==> config.mk <==
export PLATFORM = sky130hd
export DESIGN_NAME = vga_sync_decoder
export DESIGN_NICKNAME = d
export VERILOG_FILES = /design/src/rtl/vga_timing_pkg.sv /design/src/rtl/sync_edge_detect.sv /design/src/rtl/vga_sync_decoder.sv
export SDC_FILE = /design/constraint.sdc
export NUM_CORES = 1
export LEC_CHECK = 0
export BUFFER_PORTS_ARGS = -buffer_cell sky130_fd_sc_hd__buf_2
export CORE_UTILIZATION = 40
export DETAILED_ROUTE_END_ITERATION = 8
export GPL_TIMING_DRIVEN = 0
export PLACE_DENSITY = 0.59
export SYNTH_ARGS = -nofsm -noshare
export SYNTH_HDL_FRONTEND = slang
export SYNTH_HIERARCHICAL = 1
export SYNTH_SLANG_ARGS = --single-unit
==> constraint.sdc <==
create_clock -name clk -period 5.4 [get_ports clk]
set_input_delay 1.08 -clock clk [delete_from_list [all_inputs] [get_ports clk]]
set_output_delay 1.08 -clock clk [all_outputs]
set_load 0.02 [all_outputs]
==> src/rtl/vga_timing_pkg.sv <==
// Shared VGA 640x480 timing constants, tracker state encoding and counter helper.
// Imported by both the timing generator and the sync decoder.
package vga_timing_pkg;

  localparam int H_VISIBLE_DEF = 640;
  localparam int H_FP_DEF      = 16;
  localparam int H_PW_DEF      = 96;
  localparam int H_BP_DEF      = 48;
  localparam int V_VISIBLE_DEF = 480;
  localparam int V_FP_DEF      = 10;
  localparam int V_PW_DEF      = 2;
  localparam int V_BP_DEF      = 33;

  localparam int H_TOT  = H_VISIBLE_DEF + H_FP_DEF + H_PW_DEF + H_BP_DEF;
  localparam int V_TOT  = V_VISIBLE_DEF + V_FP_DEF + V_PW_DEF + V_BP_DEF;
  localparam int HS_ON  = H_VISIBLE_DEF + H_FP_DEF;
  localparam int HS_OFF = HS_ON + H_PW_DEF;
  localparam int VS_ON  = V_VISIBLE_DEF + V_FP_DEF;
  localparam int VS_OFF = VS_ON + V_PW_DEF;

  typedef enum logic [1:0] {
    SEARCH  = 2'd0,
    ACQUIRE = 2'd1,
    LOCKED  = 2'd2
  } state_e;

  function automatic logic [9:0] wrap_inc(input logic [9:0] val, input logic [9:0] last);
    return (val == last) ? 10'd0 : val + 10'd1;
  endfunction

endpackage

==> src/rtl/sync_edge_detect.sv <==
// Edge detector for an active-low sync input; the history flop resets to the
// deasserted level so a sync held low through reset reads as a fresh fall.
module sync_edge_detect
  import vga_timing_pkg::*;
(
  input  logic clk,
  input  logic rst_n,
  input  logic sync_in,
  output logic fall,
  output logic rise
);

  logic prev_q;
  logic prev_d;

  // Next history value is simply the current sample.
  always_comb begin
    prev_d = sync_in;
  end

  // History register.
  always_ff @(posedge clk or negedge rst_n) begin
    if (!rst_n) begin
      prev_q <= 1'b1;
    end else begin
      prev_q <= prev_d;
    end
  end

  assign fall = prev_q & ~sync_in;
  assign rise = ~prev_q & sync_in;

endmodule

==> src/rtl/vga_sync_decoder.sv <==
// Recovers pixel coordinates from sampled Hsync/Vsync, checks every sync edge
// against the nominal timing and tracks lock across consecutive good frames.
module vga_sync_decoder
  import vga_timing_pkg::*;
#(
  parameter int H_VISIBLE   = H_VISIBLE_DEF,
  parameter int H_FP        = H_FP_DEF,
  parameter int H_PW        = H_PW_DEF,
  parameter int H_BP        = H_BP_DEF,
  parameter int V_VISIBLE   = V_VISIBLE_DEF,
  parameter int V_FP        = V_FP_DEF,
  parameter int V_PW        = V_PW_DEF,
  parameter int V_BP        = V_BP_DEF,
  parameter int LOCK_FRAMES = 2
) (
  input  logic       clk,
  input  logic       rst_n,
  input  logic       hsync,
  input  logic       vsync,
  output logic [9:0] x,
  output logic [9:0] y,
  output logic       visible,
  output logic       line_start,
  output logic       frame_start,
  output logic       locked,
  output logic       err
);

  localparam logic [9:0]  C_H_LAST  = 10'(H_VISIBLE + H_FP + H_PW + H_BP - 1);
  localparam logic [9:0]  C_V_LAST  = 10'(V_VISIBLE + V_FP + V_PW + V_BP - 1);
  localparam logic [9:0]  C_H_VIS   = 10'(H_VISIBLE);
  localparam logic [9:0]  C_V_VIS   = 10'(V_VISIBLE);
  localparam logic [9:0]  C_HS_ON   = 10'(H_VISIBLE + H_FP);
  localparam logic [9:0]  C_HS_OFF  = 10'(H_VISIBLE + H_FP + H_PW);
  localparam logic [9:0]  C_VS_ON   = 10'(V_VISIBLE + V_FP);
  localparam logic [9:0]  C_VS_OFF  = 10'(V_VISIBLE + V_FP + V_PW);
  localparam logic [10:0] C_TIMEOUT = 11'(2 * (H_VISIBLE + H_FP + H_PW + H_BP));
  localparam logic [3:0]  C_LOCK    = 4'(LOCK_FRAMES);

  logic hs_fall, hs_rise, vs_fall, vs_rise;
  logic hs_edge, vs_edge, load_h, load_v, hs_mis, vs_mis, mismatch, timeout;
  logic [9:0] x_inc, y_inc, hs_exp, vs_exp;
  state_e state_q, state_d, state_fsm;
  logic [2:0]  good_q, good_d, good_fsm;
  logic [10:0] to_cnt_q, to_cnt_d;
  logic [9:0]  x_q, x_d, y_q, y_d;
  logic visible_q, visible_d, line_start_q, line_start_d;
  logic frame_start_q, frame_start_d, locked_q, locked_d, err_q, err_d;

  sync_edge_detect u_hs_edge (.clk(clk), .rst_n(rst_n), .sync_in(hsync), .fall(hs_fall), .rise(hs_rise));
  sync_edge_detect u_vs_edge (.clk(clk), .rst_n(rst_n), .sync_in(vsync), .fall(vs_fall), .rise(vs_rise));

  // Coordinate tracker: free-run, then snap to the nominal position on a sync edge.
  always_comb begin
    hs_edge  = hs_fall | hs_rise;
    vs_edge  = vs_fall | vs_rise;
    x_inc    = wrap_inc(x_q, C_H_LAST);
    y_inc    = (x_q == C_H_LAST) ? wrap_inc(y_q, C_V_LAST) : y_q;
    hs_exp   = hs_fall ? C_HS_ON : C_HS_OFF;
    vs_exp   = vs_fall ? C_VS_ON : C_VS_OFF;
    hs_mis   = hs_edge && (x_inc != hs_exp);
    // When both syncs move together the column belongs to the hsync rule.
    vs_mis   = vs_edge && ((y_inc != vs_exp) || (!hs_edge && (x_inc != 10'd0)));
    mismatch = hs_mis | vs_mis;
    load_h   = hs_edge && ((state_q != SEARCH) || vs_fall);
    load_v   = vs_edge && ((state_q != SEARCH) || vs_fall);
    x_d      = load_h ? hs_exp : (load_v ? 10'd0 : x_inc);
    y_d      = load_v ? vs_exp : y_inc;
    timeout  = !hs_edge && (to_cnt_q == (C_TIMEOUT - 11'd1));
    to_cnt_d = hs_edge ? 11'd0 : ((to_cnt_q == C_TIMEOUT) ? to_cnt_q : to_cnt_q + 11'd1);
  end

  // Lock state machine and registered output decode.
  always_comb begin
    state_fsm = state_q;
    good_fsm  = good_q;
    case (state_q)
      SEARCH: begin
        if (vs_fall) begin
          state_fsm = ACQUIRE;
          good_fsm  = 3'd0;
        end else begin
          state_fsm = SEARCH;
        end
      end
      ACQUIRE: begin
        if (mismatch) begin
          good_fsm = 3'd0;
        end else if (vs_fall && (({1'b0, good_q} + 4'd1) >= C_LOCK)) begin
          state_fsm = LOCKED;
        end else if (vs_fall) begin
          good_fsm = good_q + 3'd1;
        end else begin
          good_fsm = good_q;
        end
      end
      LOCKED: begin
        if (mismatch) begin
          state_fsm = ACQUIRE;
          good_fsm  = 3'd0;
        end else begin
          state_fsm = LOCKED;
        end
      end
      default: begin
        state_fsm = SEARCH;
        good_fsm  = 3'd0;
      end
    endcase
    state_d       = timeout ? SEARCH : state_fsm;
    good_d        = timeout ? 3'd0 : good_fsm;
    err_d         = mismatch && (state_q != SEARCH);
    locked_d      = (state_d == LOCKED);
    visible_d     = locked_d && (x_d < C_H_VIS) && (y_d < C_V_VIS);
    line_start_d  = locked_d && (x_d == 10'd0);
    frame_start_d = line_start_d && (y_d == 10'd0);
  end

  // State, counters and output registers.
  always_ff @(posedge clk or negedge rst_n) begin
    if (!rst_n) begin
      state_q       <= SEARCH;
      good_q        <= 3'd0;
      to_cnt_q      <= 11'd0;
      x_q           <= 10'd0;
      y_q           <= 10'd0;
      visible_q     <= 1'b0;
      line_start_q  <= 1'b0;
      frame_start_q <= 1'b0;
      locked_q      <= 1'b0;
      err_q         <= 1'b0;
    end else begin
      state_q       <= state_d;
      good_q        <= good_d;
      to_cnt_q      <= to_cnt_d;
      x_q           <= x_d;
      y_q           <= y_d;
      visible_q     <= visible_d;
      line_start_q  <= line_start_d;
      frame_start_q <= frame_start_d;
      locked_q      <= locked_d;
      err_q         <= err_d;
    end
  end

  assign x           = x_q;
  assign y           = y_q;
  assign visible     = visible_q;
  assign line_start  = line_start_q;
  assign frame_start = frame_start_q;
  assign locked      = locked_q;
  assign err         = err_q;

endmodule
==> results.tsv, run 1 <==
metric	value	unit
maxCapViolCount	0	
clk_latency	290	ps
yosys-top-cells-area	dfrtp_1 (39%), nor2_1 (4.6%), xor2_1 (4.0%), nand3_1 (3.6%), nand2_1 (3.4%)	
ys_ff_latch	43	
yosysUniqueCellTypes	57	
drc	0	
tightest_slew	988.1	ps
drt_iter0_markers	132	
period_share	64.04	%
syn_area_per_cell	9.115	um^2
dpl.hpwl	4441	um
worstSetupEndpointType	flop	
synth_top_cell_area_share	39.08	%
hold_class	flop to flop	
port_buffers	28	
critPathMaxFanout	9	
synthMuxAreaShare	0	%
skew	2.917	ps
dr.pass1.iters	4	
async_reset_ff_share	100.0	%
max_slew_margin	34.12	%
cts_buffers	5	
synth_top_family_by_area	simple AND/OR/NAND/NOR gates	
drive_above_1_share	17.90	%
synth-xor-area-share	7.007	%
wirelength	6170	um
fp-row-count	29	
min_from	to_cnt_q[10]$_DFFE_PN0P_	
p_leak	1.218	nW
grt_pass1_vias	2202	
fp.dieW	83.01	um
nets	334	
crit_family	simple AND/OR/NAND/NOR gates	
cts-resized-gates	0	
worstPathBufferInverterCount	0	
die_y	83.01	um
hold_viol	0	
ant_nets	0	
dieArea	6891	um^2
yosys-top-cells-count	dfrtp_1 (41), nor2_1 (32), nand2_1 (24)	
required	5590	ps
synthesis.nets	299	
cts.htree.levels	2	
fmax	289.2	MHz
cp_slowest_stage_delay	640	ps
num_io_pins	29	
num_vias	2292	
cp-start-kind	flop	
setup_viol	0	
grt_max_degree	44	
r2r_setup_slack	1940	ps
slew_violations	0	
holdBufCountCts	0	
powerDensity	257.7	nW/um^2
cts_tree	built	
fin_crit	3458	ps
post_cts_buffers	0	
synth_compound_area_share	16.97	%
crit_arrival	3650	ps
status	completed	
yosysSeqAreaShare	41.09	%
ys_warn_count	6	
grt_pass1_wl	10690	um
crit_start	x[0]$_DFF_PN0_	
rsz0062_at_grt	false	
yosysTopAreaCell	dfrtp_1	
syn-instance-count	288	
antenna_found_initial	0	
grt_overflow	0	
n_antenna_cell	0	
start_util	41.34	%
worstReg2RegStart	x[0]$_DFF_PN0_	
setup_tns	0	ps
synth_edf_count	0	
irDropWorstVdd	0.1369	mV
synth_fa_ha_area_share	3.337	%
holdWs	557.0	ps
syn_area	2625	um^2
gp_congestion	0.8348	
wl_per_cell	15.39	um
crit_chain	ha_1 > nand4_1 > nor3_2 > a31oi_1 > o311ai_0 > a21oi_1 > nor4_4 > nand3_4 > a2111oi_4	
grt_usage	19.16	%
cts.sinks	43	
viasPerCell	5.716	
cp_slowest_cell	nor3_2	
synth_most_common_cell	dfrtp_1	
path_class	flop to flop	
yosys.area_share.simple	27.98	%
core_area	6350	um^2
synthFlopType	dfrtp_1	
clockBufferDepth	2	
clkTransAtPathRegs	80	ps
cts-root-buf	clkbuf_8	
syn_to_final_growth	13.49	%
==> layout by cell type (no fill, tap or decap), types with 9 or more instances in the layout <==
cell type / instances
dfrtp_1: 41
nor2_1: 32
buf_2: 29
nand2_1: 24
nand3_1: 19
o21ai_0: 16
inv_1: 15
xor2_1: 12
a21oi_1: 10
xnor2_1: 9
==> worst reg2reg max path, delay by kind of cell, from the launching register on <==
family | cells | cell delay, ps
compound gates | 4 | 990
simple gates | 4 | 1670
flops | 1 | 450
fa+ha+maj | 1 | 250
==> worst paths after layout <==
kind,depth (start not counted),endpoint
worst max-delay path,9,visible$_DFF_PN0_
worst min-delay path,2,to_cnt_q[10]$_DFFE_PN0P_
worst max register to register,9,visible$_DFF_PN0_
worst min register to register,2,to_cnt_q[10]$_DFFE_PN0P_
max in group asynchronous,1,y[3]$_DFF_PN0_
min in group asynchronous,1,x[6]$_DFF_PN0_
==> sequential cells by signal, summed over array words and instances, names as in the netlist <==
name              flops
err                   1
frame_start           1
good_q                3
line_start            1
locked                1
state_q               2
to_cnt_q             11
u_hs_edge/prev_q      1
u_vs_edge/prev_q      1
visible               1
x                    10
y                    10
==> cells by family (layout without fill, tap and decap cells) <==
family	Yosys count	count (layout)
simple gates	130	130
compound gates	64	64
flops	43	43
buf+inv	23	59
xor+xnor	21	21
fa+ha+maj	7	7
==> power breakdown <==
group	internal [W]	switching (W)	total (W)
Sequential	0.000340	0.0000230	0.000363
Clock	0.000150	0.000112	0.000262
Combinational	0.0000485	0.0000945	0.000143
Total	0.000538	0.000229	0.000768
==> cell type report <==
type | count | area, um^2
flip-flops and latches | 43 | 1079
multi-input cells | 222 | 1451
clock inverters | 2 | 35.03
plain buffers | 8 | 38.79
clock buffers | 6 | 82.58
fillers | 605 | 3371
well taps | 77 | 96.34
repair buffers | 28 | 140.1
inverters | 15 | 56.30
==> metal layers <==
layer  part of all wire, %  track usage [%]  up-vias
met3                   4.3            2.883        9
met2                    47            31.22       62
met5                     0                0        -
met4                   1.3            5.956        0
li1                      -                -     1132
met1                    47            26.28     1089
==> stage by stage <==
stage / util (%) / power (W) / cell area (um^2) / cells / setup slack (ps)
6_report: 46.92 / 0.0007676 / 2979 / 401 / 1942
5_1_grt: 46.92 / 0.0008077 / 2979 / 401 / 1652
4_1_cts: 46.92 / 0.0007761 / 2979 / 401 / 1972
3_5_place_dp: 45.06 / 0.0005118 / 2861 / 393 / 1701
3_3_place_gp: 45.06 / 0.0005124 / 2861 / 393 / 1614
2_1_floorplan: - / 0.0004648 / 2625 / 288 / 2208
Note: power is estimated with default switching activity, not from simulation.
==> inputs of run 2 (changes only) <==
Settings changed: ABC_AREA set to 1, PLACE_DENSITY 0.59 to 0.61.
Clock period 5.4 ns to 3 ns, I/O delays scaled along.
==> run 2 against run 1 <==
Against the previous run: the run now ends with DRC left; cell count increased by 21%; cell area grew 1.9%; routed wire length shrank 3.1%; first-iteration DRC count grew 12%; maximum frequency rose by 30%; clock-buffer cell count increased by 1; critical path depth is 1 higher; sequential share of layout area decreased by 0.67 points; via count rose by 7.9%; critical endpoint is now frame_start$_DFF_PN0_; highest routed layer unchanged.
==> results.tsv, run 2 <==
metric	value	unit	change
status	finished with violations		
violations	DRC		
nFillCells	660		+9.1%
start_util	41.96	%	+0.62 points
gp_congestion	0.8471		+1.5%
clkTransAtPathRegs	90	ps	about the same
p_total	0.001603	W	+110%
setup_viol	0		unchanged
drt_iter0_markers	148		+12%
rsz0062_at_grt	false		
cts_buffers	5		unchanged
post_dp_cell_area	2932	um^2	+2.4%
yosysUniqueCellTypes	32		-44%
viasPerCell	5.099		-11%
cts_tree	built		
slew_violations	0		unchanged
maxCapViolCount	0		unchanged
cts-root-buf	clkbuf_8		
synth_edf_count	0		unchanged
antenna_found_initial	0		unchanged
fin_util	47.26	%	+0.35 points
drc	4		+4
tightest_slew	936.1	ps	-52.04 ps
fp-row-count	29		unchanged
grt_max_degree	44		unchanged
skew	16.09	ps	+13.17 ps
synth_most_common_cell	nand2_1		
drive_above_1_share	15.93	%	-2.0 points
powerDensity	528.1	nW/um^2	+100%
grtUsageMet3	2.868	%	-0.014 points
syn_to_final_growth	12.63	%	
grt_usage	18.23	%	-0.94 points
yosysSeqAreaShare	40.02	%	-1.1 points
r2r_setup_slack	340	ps	-1610 ps
use_met2	30.55	%	-0.67 points
irDropWorstVdd	0.2650	mV	+94%
post_cts_buffers	0		unchanged
top_usage_layer	met2		
wl_per_cell	12.33	um	-20%
dieArea	7070	um^2	+2.6%
ant_nets	0		unchanged
hold_class	input pin to asynchronous set/reset pin		
clockBufferDepth	2		unchanged
final_common_cell	nand2_1		
postLayoutCellArea	3035	um^2	+1.9%
ys_ff_latch	43		unchanged
required	3220	ps	-2370 ps
dpl.hpwl	4648	um	+4.7%
hold_viol	0		unchanged
num_vias	2473		+7.9%
grt_use_met1	24.15	%	-2.1 points
dpl_worst_slack	194.8	ps	-1506 ps
grt_pass1_wl	10430	um	-2.4%
async_reset_ff_share	100.0	%	unchanged
multi_input_comb_area	1383	um^2	-4.7%
syn_area	2695	um^2	+2.7%
final_cell_mix	nand2_1 (88), inv_1 (54), nor2_1 (48)		
path_class	flop to flop		
p_leak	1.557	nW	+28%
holdBufCountCts	0		unchanged
num_io_pins	29		unchanged
setup_tns	0	ps	unchanged
core_area	6422	um^2	+1.1%
fin_crit	2663	ps	-794.8 ps
cts.htree.levels	2		unchanged
synth_top_cell_area_share	38.07	%	-1.0 points
r2r_end	frame_start$_DFF_PN0_		
yosys-top-cells-area	dfrtp_1 (38%), nand2_1 (12%), inv_1 (7.5%), nand3_1 (6.7%), nor2_1 (6.7%)		
fp.dieW	84.09	um	+1.3%
cp-start-kind	flop		
fmax	375.5	MHz	+30%
ys_warn_count	6		unchanged
reg2reg_depth	10		+1
yosysTopAreaCell	dfrtp_1		
syn-instance-count	372		+29%
dr.pass1.iters	6		+2
grt_overflow	0		unchanged
worstSetupEndpointType	flop		
cts.sinks	43		unchanged
synthesis.nets	383		+28%
grt_pass1_vias	2298		+4.4%
port_buffers	28		unchanged
synthFlopType	dfrtp_1		
max_slew_margin	37.59	%	+3.5 points
nets	418		+25%
syn_area_per_cell	7.245	um^2	-21%
cts-resized-gates	0		unchanged
crit_arrival	2890	ps	-760 ps
n_antenna_cell	0		unchanged
largest_register_ffs	11		unchanged
top_register	to_cnt_q		
die_y	84.09	um	+1.3%
clk_latency	300	ps	about the same
wirelength	5980	um	-3.1%
period_share	88.77	%	+25 points
worstReg2RegStart	u_vs_edge/prev_q$_DFF_PN1_		
setup_slack	336.8	ps	-1605 ps
yosys-top-cells-count	nand2_1 (88), inv_1 (54), nor2_1 (48)		
final-seq-area	1079	um^2	unchanged
critPathMaxFanout	10		+1
run 2: cell types whose count changed after synthesis, sizes merged, moves of 4 or more:
cell    previous run  this run
or3                5         0
nand3             21        40
xnor2              9         2
a211oi             4         0
and3               6         0
xor2              12         3
nand2             24        95
nor2b              4         0
nor2              32        55
clkbuf             5         1
inv               15        56
a31oi              8         2
run 2: where the power goes:
group          switching [W]  leakage, nW  internal [W]  total, W
combinational       0.000319        0.968      0.000148  0.000467
clock               0.000199       0.0505      0.000210  0.000409
sequential         0.0000827        0.539      0.000644  0.000727
run 2: how the worst max path moves through the flow:
stage,from,to,slack [ps],cells past startpoint
after floorplan,x[0]$_DFF_PN0_,good_q[1]$_DFFE_PN0P_,770,17
after global placement,vsync,frame_start$_DFF_PN0_,230,10
after detailed placement,vsync,frame_start$_DFF_PN0_,190,10
after CTS,u_vs_edge/prev_q$_DFF_PN1_,frame_start$_DFF_PN0_,380,10
after global routing,u_vs_edge/prev_q$_DFF_PN1_,frame_start$_DFF_PN0_,100,10
final,u_vs_edge/prev_q$_DFF_PN1_,frame_start$_DFF_PN0_,340,10
run 2: metal layers:
metal	vias up	share of wire, %
met5	-	0
met3	8	3.9
met4	0	1.8
met1	1144	48
met2	48	47
li1	1273	-
run 2: cell type report:
cell class / instances / area share, %
tap: 77 / 3.174
buffer: 3 / 0.7832
multi-input combinational: 270 / 45.55
clock buffer: 7 / 3.174
sequential: 43 / 35.53
inverter: 56 / 6.925
clock inverter: 1 / 0.2473
timing repair buffer: 28 / 4.617
run 2: stage by stage:
stage | std cells | hold slack, ps
detailed placement | 477 | 529.8
finish | 485 | 427.2
CTS | 485 | 410.9
floorplan | 372 | 304.4
global placement | 477 | 529.3
global route | 485 | 411.5
run 2: logic make-up after synthesis:
group	Yosys count	share of synthesized area (%)
xor+xnor	5	1.625
flops	43	40.02
fa+ha+maj	7	3.250
compound gates	31	6.267
simple gates	227	40.16
buf+inv	59	8.681
run 2: worst max-delay path: stages (launching register included):
cell and delay, ps:
dfstp_2 540, inv_1 40, nor2_1 310, inv_1 110
nand2_1 140, nand2_1 230, nand2_1 280, nor2_1 100
nor4_1 390, nand3_1 230, nor3_1 230
